<file path="src/rtl/control_unit.sv">
// Multi-cycle sequencer feeding the 4-entry register file and its combinational ALU.
// Define CONTROL_UNIT_HALT_EN to build the HALT opcode (1111) and its terminal state.
module control_unit #(
    parameter int REGISTER_LEN = 10
) (
    input  logic                    clock,
    input  logic                    reset,
    input  logic [REGISTER_LEN-1:0] INSTR,
    input  logic                    IVALID,
    output logic                    IREADY,
    output logic                    RAE,
    output logic [1:0]              RAA,
    output logic                    RBE,
    output logic [1:0]              RBA,
    output logic                    WE,
    output logic [1:0]              WA,
    output logic [2:0]              ALUOP,
    output logic                    RFSEL,
    output logic [REGISTER_LEN-1:0] IMM,
    output logic                    DONE,
    output logic                    ILLEGAL
);

    typedef enum logic [3:0] {
        OP_NOP   = 4'h0,
        OP_LOADI = 4'h1,
        OP_MOV   = 4'h2,
        OP_ADD   = 4'h3,
        OP_SUB   = 4'h4,
        OP_AND   = 4'h5,
        OP_OR    = 4'h6,
        OP_XOR   = 4'h7,
        OP_NOT   = 4'h8,
        OP_HALT  = 4'hF
    } opcode_t;

`ifdef CONTROL_UNIT_HALT_EN
    typedef enum logic [2:0] {S_IDLE, S_IMMW, S_LDW, S_READ, S_EXEC, S_HALT} state_t;
`else
    typedef enum logic [2:0] {S_IDLE, S_IMMW, S_LDW, S_READ, S_EXEC} state_t;
`endif

    state_t                  state, state_n;
    opcode_t                 op_q, dec_op;
    logic [1:0]              rx_q, ry_q;
    logic [REGISTER_LEN-1:0] imm_q;
    logic                    ill_q, dec_ill, dec_halt, xfer;

    always_comb begin
        dec_op   = opcode_t'(INSTR[9:6]);
        dec_halt = 1'b0;
        dec_ill  = (INSTR[9:6] > 4'h8);
`ifdef CONTROL_UNIT_HALT_EN
        if (INSTR[9:6] == 4'hF) begin
            dec_halt = 1'b1;
            dec_ill  = 1'b0;
        end
`endif
    end

    // Reset gates IREADY combinationally so the source never sees a transfer while held.
    always_comb begin
        IREADY = 1'b0;
        if (!reset && (state == S_IDLE || state == S_IMMW))
            IREADY = 1'b1;
    end

    assign xfer = IVALID && IREADY;

    always_ff @(posedge clock or posedge reset) begin
        if (reset) begin
            state <= S_IDLE;
            op_q  <= OP_NOP;
            rx_q  <= '0;
            ry_q  <= '0;
            ill_q <= 1'b0;
            imm_q <= '0;
        end else begin
            state <= state_n;
            if (state == S_IDLE && xfer) begin
                op_q  <= dec_op;
                rx_q  <= INSTR[5:4];
                ry_q  <= INSTR[3:2];
                ill_q <= dec_ill;
            end
            if (state == S_IMMW && xfer)
                imm_q <= INSTR;
        end
    end

    always_comb begin
        state_n = state;
        case (state)
            S_IDLE: begin
                if (xfer) begin
                    if (dec_ill || dec_halt || dec_op == OP_NOP)
                        state_n = S_EXEC;
                    else if (dec_op == OP_LOADI)
                        state_n = S_IMMW;
                    else
                        state_n = S_READ;
                end
            end
            S_IMMW: if (xfer) state_n = S_LDW;
            S_LDW:  state_n = S_IDLE;
            S_READ: state_n = S_EXEC;
            S_EXEC: begin
                state_n = S_IDLE;
`ifdef CONTROL_UNIT_HALT_EN
                if (!ill_q && op_q == OP_HALT)
                    state_n = S_HALT;
`endif
            end
`ifdef CONTROL_UNIT_HALT_EN
            S_HALT: state_n = S_HALT;
`endif
            default: state_n = S_IDLE;
        endcase
    end

    always_comb begin
        RAE     = 1'b0;
        RBE     = 1'b0;
        WE      = 1'b0;
        DONE    = 1'b0;
        ILLEGAL = 1'b0;
        RFSEL   = 1'b0;
        ALUOP   = 3'b000;
        RAA     = rx_q;
        RBA     = ry_q;
        WA      = rx_q;
        IMM     = imm_q;
        case (state)
            S_LDW: begin
                WE    = 1'b1;
                RFSEL = 1'b1;
                DONE  = 1'b1;
            end
            S_READ: begin
                RAE = (op_q != OP_MOV);
                RBE = (op_q != OP_NOT);
            end
            S_EXEC: begin
                DONE = 1'b1;
                if (ill_q) begin
                    ILLEGAL = 1'b1;
                end else begin
                    case (op_q)
                        OP_MOV:  begin WE = 1'b1; ALUOP = 3'b000; end
                        OP_ADD:  begin WE = 1'b1; ALUOP = 3'b001; end
                        OP_SUB:  begin WE = 1'b1; ALUOP = 3'b010; end
                        OP_AND:  begin WE = 1'b1; ALUOP = 3'b011; end
                        OP_OR:   begin WE = 1'b1; ALUOP = 3'b100; end
                        OP_XOR:  begin WE = 1'b1; ALUOP = 3'b101; end
                        OP_NOT:  begin WE = 1'b1; ALUOP = 3'b110; end
                        default: ;
                    endcase
                end
            end
            default: ;
        endcase
    end

endmodule

</file>
<file path="config.mk">
export PLATFORM = sky130hd
export DESIGN_NAME = control_unit
export DESIGN_NICKNAME = d
export VERILOG_FILES = /design/src/rtl/control_unit.sv
export SDC_FILE = /design/constraint.sdc
export NUM_CORES = 1
export LEC_CHECK = 0
export BUFFER_PORTS_ARGS = -buffer_cell sky130_fd_sc_hd__buf_2
export CAP_MARGIN = 10
export CORE_UTILIZATION = 38
export DETAILED_ROUTE_END_ITERATION = 10
export SYNTH_ARGS = -nofsm -noshare
export SYNTH_HDL_FRONTEND = slang
export SYNTH_SLANG_ARGS = --single-unit
export TNS_END_PERCENT = 1
</file>
<file path="constraint.sdc">
create_clock -name clock -period 3.9 [get_ports clock]
set_input_delay 0.585 -clock clock [delete_from_list [all_inputs] [get_ports clock]]
set_output_delay 0.585 -clock clock [all_outputs]
set_load 0.02 [all_outputs]
</file>
==> impl_metrics.env <==
export IMPL_ys_flop_type="dfrtp_1"
export IMPL_ff2ff_setup_slack_ns=2.18
export IMPL_ctsHoldBuffers=0
export IMPL_grtUsageTotal=0.156
export IMPL_io_pins=39
export IMPL_antenna_found_initial=0
export IMPL_fin_skew_ns=0.00739
export IMPL_die_area_um2=3020
export IMPL_timing_hold_ws_ns=0.319
export IMPL_clock_latency_ns=0.30
export IMPL_initial_utilization=0.415
export IMPL_rsz0062_at_grt="false"
export IMPL_area_growth_pct=22.6
export IMPL_synth_cell_area_um2=1060
export IMPL_hpwlAfterDp_um=1500
export IMPL_firstDrtPassIters=3
export IMPL_synth_area_per_cell_um2=12.7
export IMPL_min_period_ns=2.38
export IMPL_crit_path_end="ALUOP[1]"
export IMPL_clkTransAtPathRegs_ns=0.12
export IMPL_worst_r2r_path_depth=3
export IMPL_cts_root_buf="clkbuf_4"
export IMPL_hp_class="input pin to async pin"
export IMPL_async_flop_share=1.00
export IMPL_relSlewSlack=0.547
export IMPL_synth_seq_area_share=0.517
export IMPL_power_density_nw_per_um2=709
export IMPL_ys_warn_count=0
export IMPL_rows=18
export IMPL_die_height_um=54.9
export IMPL_cts_tree="built"
export IMPL_synth_seq_cells=22
export IMPL_core_um2=2570
export IMPL_diodes=0
export IMPL_wl_met1_um=909
export IMPL_layout_drive_gt1_share=0.545
export IMPL_cp_required_ns=3.31
export IMPL_grt_pass1_vias=726
export IMPL_nets=135
export IMPL_period_share=0.611
export IMPL_wire_per_inst_um=13.2
export IMPL_die_x_um=54.9
export IMPL_reg2reg_from="state[2]$_DFFE_PP0P_"
export IMPL_cp_max_fo=11
export IMPL_reg2reg_to="IMM[9]$_DFFE_PP0P_"
export IMPL_worstPathArrival_ns=1.80
export IMPL_routed_top_layer="met4"
export IMPL_viasPerCell=5.19
export IMPL_fin_setup_tns_ns=0
export IMPL_startpoint="state[0]$_DFFE_PP0P_"
export IMPL_setup_violations_final=0
export IMPL_status="complete, no violations"
export IMPL_dr_first_iter_drc_count=8
export IMPL_clock_sinks=22
export IMPL_synthCells=84
export IMPL_num_vias=783
export IMPL_route_detailed_drc=0
export IMPL_finalWorstSetupSlack_ns=1.52
export IMPL_cts_setup_buffers=0
export IMPL_gp_congestion=0.711
export IMPL_maxCapViolCount=0
export IMPL_cts_made_buffers=3
export IMPL_cp_start_kind="flop"
export IMPL_cts_resized=0
export IMPL_final_hold_violation_count=0
export IMPL_htree_levels=1
export IMPL_slew_viol_final=0
export IMPL_io_buffers=38
export IMPL_end_kind="output port"
export IMPL_max_freq_mhz=420
export IMPL_crit_type="flop to output port"
export IMPL_worst_pin_slew_ns=0.675
export IMPL_p_leak_uw=0.000639
export IMPL_overflow=0
export IMPL_grt_max_degree=24
export IMPL_drtAntennaViolNets=0
export IMPL_syn_nets=97
export IMPL_synthDistinctLibCells=27
export IMPL_peakVddDrop_mv=0.428
export IMPL_preCtsSetupSlack_ns=1.67
export IMPL_clockBufferDepth=2
export IMPL_met3WireLength_um=104
export IMPL_synth_edf_count=0
export IMPL_grt_pass1_wl_um=3210
export IMPL_wl_met2_um=946
export IMPL_routed_wl_um=2000
layer usage:
metal / vias up / global-route usage
met5: - / 0
met4: 0 / 0.0958
met3: 4 / 0.0164
met2: 25 / 0.259
met1: 377 / 0.193
li1: 377 / -
layout by cell type, fill, tap and decap left out, drive strengths merged, types with 3 or more instances in the layout:
cell    synthesis  final
buf             6     39
clkbuf          0      3
dfrtp          22     22
mux2           19     19
nand2b          3      3
nor2            5      5
nor3            4      4
o21ai           3      3
area by class of cell:
class | instances | area [um^2]
fill | 261 | 1260
sequential | 22 | 551
multi-input combinational | 54 | 459
timing repair buffer | 39 | 198
tap | 30 | 37.5
clock inverter | 1 | 30.0
clock buffer | 3 | 22.5
inverter | 2 | 7.51
flip-flops by register name, indices dropped and copies added, names as in the netlist:
signal and cells:
IMM 10, RAA 2, RBA 2, ill_q 1, op_q 4, state 3
worst max-delay path, stage by stage, from the launching register on:
cell,delay (ns)
dfrtp_1,0.52
or4b_1,0.60
nor3_1,0.19
buf_2,0.19
stage by stage:
step           std cells  instance area, um^2  total power [uW]   util
4_1_cts              151                 1310               936  0.508
3_5_place_dp         147                 1250               765  0.488
6_report             151                 1310               925  0.508
3_3_place_gp         147                 1250               757  0.488
5_1_grt              151                 1310               982  0.508
2_1_floorplan         84                 1060               660      -
synthesized netlist by cell type (2+ instances only):
| cell | instances | share of area |
|---|---|---|
| mux2_2 | 18 | 0.19 |
| dfrtp_1 | 22 | 0.52 |
| buf_6 | 2 | 0.021 |
| and3_1 | 2 | 0.012 |
| inv_1 | 2 | 0.0071 |
| buf_2 | 2 | 0.0094 |
| buf_4 | 2 | 0.014 |
| nor4b_1 | 2 | 0.016 |
| nor2_1 | 5 | 0.018 |
| o21ai_0 | 3 | 0.014 |
| nor3_1 | 4 | 0.019 |
| nand2b_1 | 3 | 0.018 |
| a31oi_1 | 2 | 0.012 |
| a21oi_1 | 2 | 0.0094 |
logic make-up (layout without fill, tap and decap cells):
| kind of cell | Yosys count | in the layout | synth area share |
|---|---|---|---|
| compound gates | 10 | 10 | 0.0588 |
| xor+xnor | 1 | 1 | 0.00823 |
| buf+inv | 8 | 45 | 0.0517 |
| flops | 22 | 22 | 0.517 |
| mux | 19 | 19 | 0.204 |
| simple gates | 24 | 24 | 0.160 |
power by group:
part	total [uW]	switching (uW)	internal (uW)
Combinational	362	197	164
Sequential	396	74.8	321
Clock	168	64.1	104
Total	925	336	589
worst min-delay path by stage:
stage,end,slack [ns],depth (start not counted)
2_1_floorplan,ill_q$_DFFE_PP0P_,0.51,1
3_3_place_gp,RBA[1]$_DFFE_PP0P_,0.49,1
3_5_place_dp,IMM[5]$_DFFE_PP0P_,0.49,1
4_1_cts,op_q[3]$_DFFE_PP0P_,0.31,3
5_1_grt,op_q[3]$_DFFE_PP0P_,0.33,3
6_report,IMM[5]$_DFFE_PP0P_,0.32,3
(Power assumes the default switching activity.)
